--- config.mk ---
export PLATFORM = sky130hd
export DESIGN_NAME = dcache_assoc
export DESIGN_NICKNAME = d
export VERILOG_FILES = /design/src/rtl/dcache_pkg.sv /design/src/rtl/dcache_lru.sv /design/src/rtl/dcache_assoc.sv
export SDC_FILE = /design/constraint.sdc
export NUM_CORES = 2
export LEC_CHECK = 0
export CORE_MARGIN = 8
export CORE_UTILIZATION = 62
export CTS_BUF_LIST = sky130_fd_sc_hd__clkbuf_8 sky130_fd_sc_hd__clkbuf_16
export DETAILED_ROUTE_END_ITERATION = 8
export GPL_ROUTABILITY_DRIVEN = 0
export PLACE_DENSITY = 0.8
export REMOVE_ABC_BUFFERS = 1
export SKIP_CTS_REPAIR_TIMING = 1
export SYNTH_ARGS = -nofsm -noshare
export SYNTH_HDL_FRONTEND = slang
export SYNTH_SLANG_ARGS = --single-unit
export TNS_END_PERCENT = 100
--- constraint.sdc ---
create_clock -name CLK -period 9 [get_ports CLK]
set_clock_uncertainty 0.05 [all_clocks]
set_input_delay 1.35 -clock CLK [delete_from_list [all_inputs] [get_ports CLK]]
set_output_delay 1.35 -clock CLK [all_outputs]
set_load 0.005 [all_outputs]
--- src/rtl/dcache_pkg.sv ---
// Shared types, default geometry and helpers for the set-associative data cache.
package dcache_pkg;

  typedef enum logic [1:0] {
    IDLE   = 2'd0,
    WB     = 2'd1,
    FETCH  = 2'd2,
    UPDATE = 2'd3
  } state_e;

  localparam int DEF_WAYS   = 2;
  localparam int DEF_SETS   = 8;
  localparam int DEF_WPB    = 4;
  localparam int DEF_ADDR_W = 32;

  localparam int BYTE_W = 2;
  localparam int WORD_W = $clog2(DEF_WPB);
  localparam int IDX_W  = $clog2(DEF_SETS);
  localparam int TAG_W  = DEF_ADDR_W - BYTE_W - WORD_W - IDX_W;

  // A 1-way cache still needs a 1-bit way/age field to keep vectors legal.
  function automatic int way_bits(input int n);
    return (n > 1) ? $clog2(n) : 1;
  endfunction

  function automatic logic [31:0] merge_bytes(input logic [31:0] old_w,
                                              input logic [31:0] new_w,
                                              input logic [3:0]  be);
    logic [31:0] res;
    res = old_w;
    for (int i = 0; i < 4; i++) begin
      if (be[i]) res[8*i +: 8] = new_w[8*i +: 8];
    end
    return res;
  endfunction

endpackage

--- src/rtl/dcache_lru.sv ---
// True-LRU age tracking per set; age 0 is most recent, age WAYS-1 is the victim.
module dcache_lru
  import dcache_pkg::*;
#(
  parameter int WAYS = DEF_WAYS,
  parameter int SETS = DEF_SETS,
  localparam int WAY_W = way_bits(WAYS),
  localparam int SIDX_W = $clog2(SETS)
) (
  input  logic              CLK,
  input  logic              RESET_N,
  input  logic [SIDX_W-1:0] set_idx_i,
  input  logic [WAY_W-1:0]  access_way_i,
  input  logic              access_i,
  output logic [WAY_W-1:0]  victim_way_o
);

  logic [WAY_W-1:0] age_q [SETS][WAYS];

  // NOTE: the age array is small enough to reset in place; large data memories are not reset.
  always_ff @(posedge CLK or negedge RESET_N) begin
    if (!RESET_N) begin
      for (int s = 0; s < SETS; s++) begin
        for (int w = 0; w < WAYS; w++) begin
          age_q[s][w] <= WAY_W'(w);
        end
      end
    end else if (access_i) begin
      for (int w = 0; w < WAYS; w++) begin
        if (WAY_W'(w) == access_way_i) begin
          age_q[set_idx_i][w] <= '0;
        end else if (age_q[set_idx_i][w] < age_q[set_idx_i][access_way_i]) begin
          age_q[set_idx_i][w] <= age_q[set_idx_i][w] + 1'b1;
        end
      end
    end
  end

  always_comb begin
    victim_way_o = '0;
    for (int w = 0; w < WAYS; w++) begin
      if (age_q[set_idx_i][w] == WAY_W'(WAYS - 1)) victim_way_o = WAY_W'(w);
    end
  end

endmodule

--- src/rtl/dcache_assoc.sv ---
// N-way set-associative write-back, write-allocate data cache with true-LRU
// replacement and byte-enabled stores; misses stall the CPU via BUSYWAIT.
module dcache_assoc
  import dcache_pkg::*;
#(
  parameter int WAYS            = DEF_WAYS,
  parameter int SETS            = DEF_SETS,
  parameter int WORDS_PER_BLOCK = DEF_WPB,
  parameter int ADDR_W          = DEF_ADDR_W,
  localparam int OFF_W = BYTE_W + $clog2(WORDS_PER_BLOCK),
  localparam int BLK_W = 32 * WORDS_PER_BLOCK
) (
  input  logic                  CLK,
  input  logic                  RESET_N,
  input  logic                  READ,
  input  logic                  WRITE,
  input  logic [3:0]            BYTE_EN,
  input  logic [ADDR_W-1:0]     ADDRESS,
  input  logic [31:0]           WRITEDATA,
  output logic [31:0]           READDATA,
  output logic                  BUSYWAIT,
  output logic                  MEM_READ,
  output logic                  MEM_WRITE,
  output logic [ADDR_W-OFF_W-1:0] MEM_ADDRESS,
  output logic [BLK_W-1:0]      MEM_WRITEDATA,
  input  logic [BLK_W-1:0]      MEM_READDATA,
  input  logic                  MEM_BUSYWAIT
);

  localparam int WOFF_W = $clog2(WORDS_PER_BLOCK);
  localparam int SIDX_W = $clog2(SETS);
  localparam int CTAG_W = ADDR_W - OFF_W - SIDX_W;
  localparam int WAY_W  = way_bits(WAYS);

  logic [WOFF_W-1:0] addr_word;
  logic [SIDX_W-1:0] addr_idx;
  logic [CTAG_W-1:0] addr_tag;

  assign addr_word = ADDRESS[BYTE_W +: WOFF_W];
  assign addr_idx  = ADDRESS[OFF_W +: SIDX_W];
  assign addr_tag  = ADDRESS[ADDR_W-1 -: CTAG_W];

  logic              valid_q [WAYS][SETS];
  logic              dirty_q [WAYS][SETS];
  logic [CTAG_W-1:0] tag_q   [WAYS][SETS];
  logic [BLK_W-1:0]  data_q  [WAYS][SETS];
  logic [BLK_W-1:0]  fill_q;

  state_e            state_q, state_d;
  logic [WAY_W-1:0]  victim_q, victim_d;

  logic              hit;
  logic [WAY_W-1:0]  hit_way;
  logic [31:0]       hit_word;
  logic [WAY_W-1:0]  lru_victim;
  logic [WAY_W-1:0]  victim_sel;
  logic              req;
  logic              store_hit;
  logic              fill_en;
  logic              fetch_done;
  logic              lru_access;
  logic [WAY_W-1:0]  lru_way;

  // NOTE: every signal driven from always_comb gets a default first so no latch is inferred.
  always_comb begin
    hit     = 1'b0;
    hit_way = '0;
    for (int w = 0; w < WAYS; w++) begin
      if (valid_q[w][addr_idx] && (tag_q[w][addr_idx] == addr_tag)) begin
        hit     = 1'b1;
        hit_way = WAY_W'(w);
      end
    end
  end

  assign hit_word = data_q[hit_way][addr_idx][32*addr_word +: 32];
  assign READDATA = hit ? hit_word : 32'h0;

  // An invalid way is always preferred over evicting the LRU line.
  always_comb begin
    victim_sel = lru_victim;
    for (int w = WAYS - 1; w >= 0; w--) begin
      if (!valid_q[w][addr_idx]) victim_sel = WAY_W'(w);
    end
  end

  dcache_lru #(
    .WAYS (WAYS),
    .SETS (SETS)
  ) u_lru (
    .CLK          (CLK),
    .RESET_N      (RESET_N),
    .set_idx_i    (addr_idx),
    .access_way_i (lru_way),
    .access_i     (lru_access),
    .victim_way_o (lru_victim)
  );

  // Requests are ignored while reset is held so the stall drops immediately.
  assign req = (READ | WRITE) & RESET_N;

  always_comb begin
    state_d       = state_q;
    victim_d      = victim_q;
    BUSYWAIT      = 1'b0;
    MEM_READ      = 1'b0;
    MEM_WRITE     = 1'b0;
    MEM_ADDRESS   = '0;
    MEM_WRITEDATA = '0;
    store_hit     = 1'b0;
    fill_en       = 1'b0;
    fetch_done    = 1'b0;
    lru_access    = 1'b0;
    lru_way       = hit_way;
    unique case (state_q)
      IDLE: begin
        if (req) begin
          if (hit) begin
            lru_access = 1'b1;
            store_hit  = WRITE;
          end else begin
            BUSYWAIT = 1'b1;
            victim_d = victim_sel;
            state_d  = (valid_q[victim_sel][addr_idx] && dirty_q[victim_sel][addr_idx])
                       ? WB : FETCH;
          end
        end
      end
      WB: begin
        BUSYWAIT      = 1'b1;
        MEM_WRITE     = 1'b1;
        MEM_ADDRESS   = {tag_q[victim_q][addr_idx], addr_idx};
        MEM_WRITEDATA = data_q[victim_q][addr_idx];
        if (!MEM_BUSYWAIT) state_d = FETCH;
      end
      FETCH: begin
        BUSYWAIT    = 1'b1;
        MEM_READ    = 1'b1;
        MEM_ADDRESS = ADDRESS[ADDR_W-1:OFF_W];
        if (!MEM_BUSYWAIT) begin
          fetch_done = 1'b1;
          state_d    = UPDATE;
        end
      end
      UPDATE: begin
        BUSYWAIT   = 1'b1;
        fill_en    = 1'b1;
        lru_access = 1'b1;
        lru_way    = victim_q;
        state_d    = IDLE;
      end
      default: state_d = IDLE;
    endcase
  end

  // NOTE: sequential state uses non-blocking assignments so all registers update together.
  always_ff @(posedge CLK or negedge RESET_N) begin
    if (!RESET_N) begin
      state_q  <= IDLE;
      victim_q <= '0;
      for (int w = 0; w < WAYS; w++) begin
        for (int s = 0; s < SETS; s++) begin
          valid_q[w][s] <= 1'b0;
          dirty_q[w][s] <= 1'b0;
        end
      end
    end else begin
      state_q  <= state_d;
      victim_q <= victim_d;
      if (store_hit && (BYTE_EN != 4'b0000)) dirty_q[hit_way][addr_idx] <= 1'b1;
      if (fill_en) begin
        valid_q[victim_q][addr_idx] <= 1'b1;
        dirty_q[victim_q][addr_idx] <= 1'b0;
      end
    end
  end

  // Tag and data contents are qualified by valid, so they carry no reset.
  always_ff @(posedge CLK) begin
    if (store_hit) begin
      data_q[hit_way][addr_idx][32*addr_word +: 32] <= merge_bytes(hit_word, WRITEDATA, BYTE_EN);
    end
    if (fill_en) begin
      data_q[victim_q][addr_idx] <= fill_q;
      tag_q[victim_q][addr_idx]  <= addr_tag;
    end
    if (fetch_done) fill_q <= MEM_READDATA;
  end

endmodule

=== After elaboration in Yosys (flattened, before gate mapping) ===
Memory sizes are Yosys's and may differ from the RTL's.
Index checks and enable logic that the tools add are counted.

* Add/sub/neg operators: 3
* $mul: 0
* Divide/modulo/power cells: 0
* Magnitude comparators: 10
* Eq/ne operators: 9
* Shift operators: 3
* Muxes and demuxes: 110
* Bitwise operators: 16
* Reduce and logical (&&, ||, !) cells: 13

{| class="wikitable"
|+ Operator list
! cell !! number
|-
| 1024-bit two-way mux || 4
|-
| 1024-bit OR reduction || 1
|-
| 128-bit two-way mux || 7
|-
| 128-bit binary-select mux with 3-bit select || 2
|-
| 128-bit demux with 3-bit select || 2
|-
| 25-bit binary-select mux with 3-bit select || 3
|-
| 200-bit two-way mux || 1
|-
| 25-bit two-way mux || 7
|-
| 8-bit two-way mux || 16
|-
| 32-bit by 34-bit variable shift with 128-bit output (first input constant) || 1
|-
| 128-bit by 8-bit variable part select with 32-bit output || 1
|-
| 32-bit by 34-bit variable part select with 128-bit output || 1
|-
| 16-bit two-way mux || 7
|-
| 25-bit demux with 3-bit select || 1
|-
| 28-bit one-hot mux with 2 select lines || 1
|-
| 25-bit equality test || 2
|-
| 16-bit bitwise AND || 3
|-
| 16-bit inverter || 3
|-
| 1-bit two-way mux || 35
|-
| 7-bit negator with 34-bit output || 1
|-
| 16-bit bitwise mux || 2
|-
| 32-bit two-way mux || 1
|-
| 16-bit OR || 2
|-
| 8-bit demux with 1-bit select || 2
|-
| other kinds (27) || 58
|}

* Bits in registers: 179
* Bits in latches: 0
* Bits in writable memories: 2448
* Memory bits (read-only): 0
* Output and inout port bits: 191
* Memories: 2

{| class="wikitable"
|+ Memories
! name !! depth !! width !! read ports !! clocked after Yosys merged registers in !! write ports !! RTL line !! source
|-
| data_q || 2 || 1024 || 2 || 0 || 1 || dcache_assoc.sv:46 || <nowiki>logic [BLK_W-1:0] data_q [WAYS][SETS];</nowiki>
|-
| tag_q || 2 || 200 || 3 || 0 || 1 || dcache_assoc.sv:45 || <nowiki>logic [CTAG_W-1:0] tag_q [WAYS][SETS];</nowiki>
|}

=== Depth between registers and ports, before layout ===
* Depth in word-level cells: 19
* Depth in mapped cells: 23
* Depth with buffers taken out: 12

=== Cells and area by module ===
From an unflattened synthesis, not the netlist that was laid out.

* Cell total of the unflattened synthesis: 8360
* Area total of the unflattened synthesis: 123753.7 µm²

{| class="wikitable"
|+ Modules (own cells, without submodules)
! module !! instances !! cells each !! area each (µm²) !! sequential area each (µm²)
|-
| dcache_assoc || 1 || 8258 || 122759.0 || 78230.0
|-
| dcache_lru || 1 || 102 || 994.7 || 410.4
|}

=== Least setup slack after synthesis ===
OpenSTA, ideal clock, no wires.

* Kind: in2reg
* Start: input MEM_BUSYWAIT
* End: register fill_q[0] (enable)
* Data arrival time: 7.031 ns
* Setup slack: 1.285 ns
* Stages: 1
* Buffers on the path: 0
* Cell sequence: nor2b_1

* Word-level cells in the longest chain between the ends: 2

{| class="wikitable"
|+ RTL lines
! what !! RTL line !! source
|-
| start, declared || dcache_assoc.sv:27 || <nowiki>input logic MEM_BUSYWAIT</nowiki>
|-
| 1-bit two-way mux || dcache_assoc.sv:140 || <nowiki>if (!MEM_BUSYWAIT) begin</nowiki>
|-
| 1-bit two-way mux || dcache_assoc.sv:115 || <nowiki>unique case (state_q)</nowiki>
|-
| end signal, assigned || dcache_assoc.sv:187 || <nowiki>if (fetch_done) fill_q <= MEM_READDATA;</nowiki>
|-
| end, declared || dcache_assoc.sv:47 || <nowiki>logic [BLK_W-1:0] fill_q;</nowiki>
|}

No other way between the ends.
A chain may end at the register's enable or synchronous reset.

=== Worst setup path in the final report ===
* Start: input ADDRESS[6]
* End: output READDATA[31]

* Word-level cells in the longest chain between the ends: 13

{| class="wikitable"
|+ RTL lines
! what !! RTL line !! source
|-
| start, declared || dcache_assoc.sv:18 || <nowiki>input logic [ADDR_W-1:0] ADDRESS,</nowiki>
|-
| 3-bit inverter with 4-bit output (not written as such) (*) || dcache_assoc.sv:69, dcache_assoc.sv:76 ||
|-
| 25-bit binary-select mux with 3-bit select || dcache_assoc.sv:69 || <nowiki>if (valid_q[w][addr_idx] && (tag_q[w][addr_idx] == addr_tag)) begin</nowiki>
|-
| 25-bit two-way mux (not written as such) (2 in a row) || dcache_assoc.sv:69 ||
|-
| 25-bit equality test || dcache_assoc.sv:69 ||
|-
| 1-bit logical AND || dcache_assoc.sv:69 ||
|-
| 1-bit two-way mux || dcache_assoc.sv:69 ||
|-
| memory read 2 x 1024 bit || n/a ||
|-
| 128-bit binary-select mux with 3-bit select || dcache_assoc.sv:76 || <nowiki>assign hit_word = data_q[hit_way][addr_idx][32*addr_word +: 32];</nowiki>
|-
| 128-bit two-way mux (not written as such) (2 in a row) || dcache_assoc.sv:76 ||
|-
| 128-bit by 8-bit variable part select with 32-bit output || dcache_assoc.sv:76 ||
|-
| 32-bit two-way mux (*) || dcache_assoc.sv:77 || <nowiki>assign READDATA = hit ? hit_word : 32'h0;</nowiki>
|-
| end, declared || dcache_assoc.sv:20 || <nowiki>output logic [31:0] READDATA,</nowiki>
|}

Mark *: on every way between the ends. The rest lies on a longest branch, timed or not. The select of a mux whose other input is x is not followed.

==> qor.yml <==
status: "finished with violations"
violations: "max-capacitance violations, negative setup slack"
initial_core_util_pct: 62.2
ys.flop_type: "edfxtp_1"
syn_inst: 8084
avgSynthCellArea_um2: 15.1
setup_viol: 4
grt_setup_unrepaired: "no"
ys_ff_latch: 2627
clk_latency_ps: 970
cp_slowest_cell: "o21ai_0"
async_flop_share_pct: 1.94
fillers: 12100
netlist_area_um2: 122000
synth_warnings: 0
h-tree-depth: 5
powerDensity_nw_per_um2: 240
busiest_layer: "met2"
cts_tree: "built"
grt_max_degree: 125
drtPass1Iterations: 8
synth_common_cells: "edfxtp_1 (2,576), mux2i_1 (901), nand2_1 (820)"
whs_ps: 449
synth_edf_count: 2576
grt_use_met1_pct: 49.1
clock_sinks: 2627
io_buffers: 389
dp_cells: 10900
crit_chain: "buf_6 -> buf_4 -> nand2_4 -> buf_4 -> o22ai_1 -> o21ai_0 -> a22oi_1 -> and4_1 -> and4_4 -> buf_12 -> buf_4 -> a21oi_1 -> a21oi_1 -> o22ai_1 -> o21ai_0 -> o22ai_1 -> nor2_1 -> clkdlybuf4s50_1"
period_minus_slack_ps: 9170
synth.most_common_cell: "edfxtp_1"
cts_root_buffer: "clkbuf_16"
nets: 8721
antenna_left: 0
cp_num_buf_inv: 6
drv_slew: 0
fin_ws_ps: -165
seq_area_frac_synth_pct: 64.4
hp-class: "flip-flop to flip-flop"
peakVddDrop_mv: 0.229
drive_gt1_share_pct: 18.4
drc: 0
post_drt_wl_per_cell_um: 38.8
finalCritPeriodShare_pct: 102
clk_pin_slew_ps: 60
placedInstanceArea_um2: 131000
synth_area_leader_cell: "edfxtp_1"
grt-ovfl-total: 0
netlist-cell-type-count: 83
slowest_delay_ps: 1060
syn_to_final_growth_pct: 14.3
critical_path_required_ps: 7600
worstSetupPathType: "input port to primary output"
power_leakage_nw: 45.3
grt_util_met2_pct: 56.7
synth_area_leaders: "edfxtp_1 (63%), mux4_2 (8.6%), mux2i_1 (7.4%)"
die_w_um: 460
yosysTopAreaCellShare_pct: 63.3
final_cells: 11400
grt_usage_pct: 40.6
fin_setup_tns_ps: -287
grt_pass1_wl_um: 618000
relSlewSlack_pct: 0.928
dr.first_iter.drc_count: 15700
final_util_pct: 71.0
cp-end-kind: "primary output"
cap_viol_max_count: 1
clock_path_buffers: 4
antenna_found_initial: 34
dp_hpwl_um: 265000
coreArea_um2: 197000
routed_wl_um: 441000
cp-start-kind: "input port"
cts_buffers: 287
ioPinCount: 392
rows: 163
fin_area_um2: 140000
worst_slew_pin_slew_ps: 1480
crit_fanout: 24
hold_viol: 0
die_h_um: 460
crit_family: "compound AO/OA/AOI/OAI gates"
cp.arrival_ps: 7770
num_vias: 88000
vias_per_cell: 7.74
grt_pass1_vias: 87300
grtUsageMet3_pct: 17.0
dieArea_um2: 212000
fmax_ghz: 0.109
[layout by cell type (no fill, tap or decap), types with 133 or more instances in the layout]
cell type	synthesis	final
clkdlybuf4s50_1	0	383
clkbuf_16	0	294
mux2_2	148	148
buf_4	41	373
nand3_1	134	133
mux4_2	469	469
mux2i_1	901	901
a21oi_1	253	249
nor2_1	225	142
nand2_1	820	811
o22ai_1	375	375
edfxtp_1	2576	2576
[stage by stage]
stage / setup WS, ps / power [mW]
3_3_place_gp: 506 / 22.2
6_report: -165 / 33.6
2_1_floorplan: -26090 / 19.9
4_1_cts: 426 / 33.3
3_5_place_dp: 453 / 22.4
5_1_grt: 21.2 / 34.2
[final timing paths]
| check | slack, ps | from | depth (start not counted) | endpoint |
|---|---|---|---|---|
| max in group asynchronous | 7920 | RESET_N | 2 | victim_q |
| min reg2reg | 450 | dirty_q[3] | 2 | dirty_q[3] |
| max | -170 | ADDRESS[6] | 18 | READDATA[31] |
| min in group asynchronous | 470 | RESET_N | 2 | valid_q[11] |
| min | 450 | dirty_q[3] | 2 | dirty_q[3] |
| max reg2reg | 2120 | tag_q[1][18] | 15 | data_q[0][456] |
[kinds of logic after synthesis]
| group | count (synthesis) | share of synthesized area, % |
|---|---|---|
| XOR/XNOR | 33 | 0.236 |
| multiplexers | 1519 | 17.4 |
| buffers and inverters | 694 | 2.59 |
| adder cells (fa/ha/maj) | 8 | 0.0819 |
| AND/OR/NAND/NOR | 1477 | 5.40 |
| flip-flops | 2627 | 64.4 |
| AO/OA/AOI/OAI | 1726 | 9.95 |
[power by group]
group	switching, mW	internal, mW	leakage, nW
Combinational	4.61	2.63	16.5
Clock	4.75	6.39	4.51
Sequential	0.339	14.9	24.2
[metal layers]
layer	wire length (µm)	vias up
met1	132000	42600
li1	-	33800
met2	183000	9092
met4	47200	22
met5	167	-
met3	78900	2492
[final cells by class]
cell class              instances  area [µm²]  area share (%)
clock buffers                 300        7440            5.33
repair buffers                805        7570            5.42
multi-input cells            4763       41300            29.6
diodes                         24        60.1          0.0430
inverters                      28         115          0.0824
well taps                    2640        3300            2.37
clock inverters               178        1200           0.862
flip-flops and latches       2627       78600            56.3
[worst reg2reg max path: cells and delay by family, from the launching register on]
family / cells / cell delay [ps]
AO/OA/AOI/OAI: 6 / 2520
AND/OR/NAND/NOR: 3 / 1450
buffers and inverters: 4 / 1300
multiplexers: 2 / 750
flip-flops: 1 / 390
[flip-flops by register name (all words and copies together), names as in the netlist]
register     cells
data_q        2048
tag_q          400
fill_q         128
dirty_q         16
u_lru.age_q     16
valid_q         16
state_q          2
victim_q         1
Power figures use the tool's default switching activity.
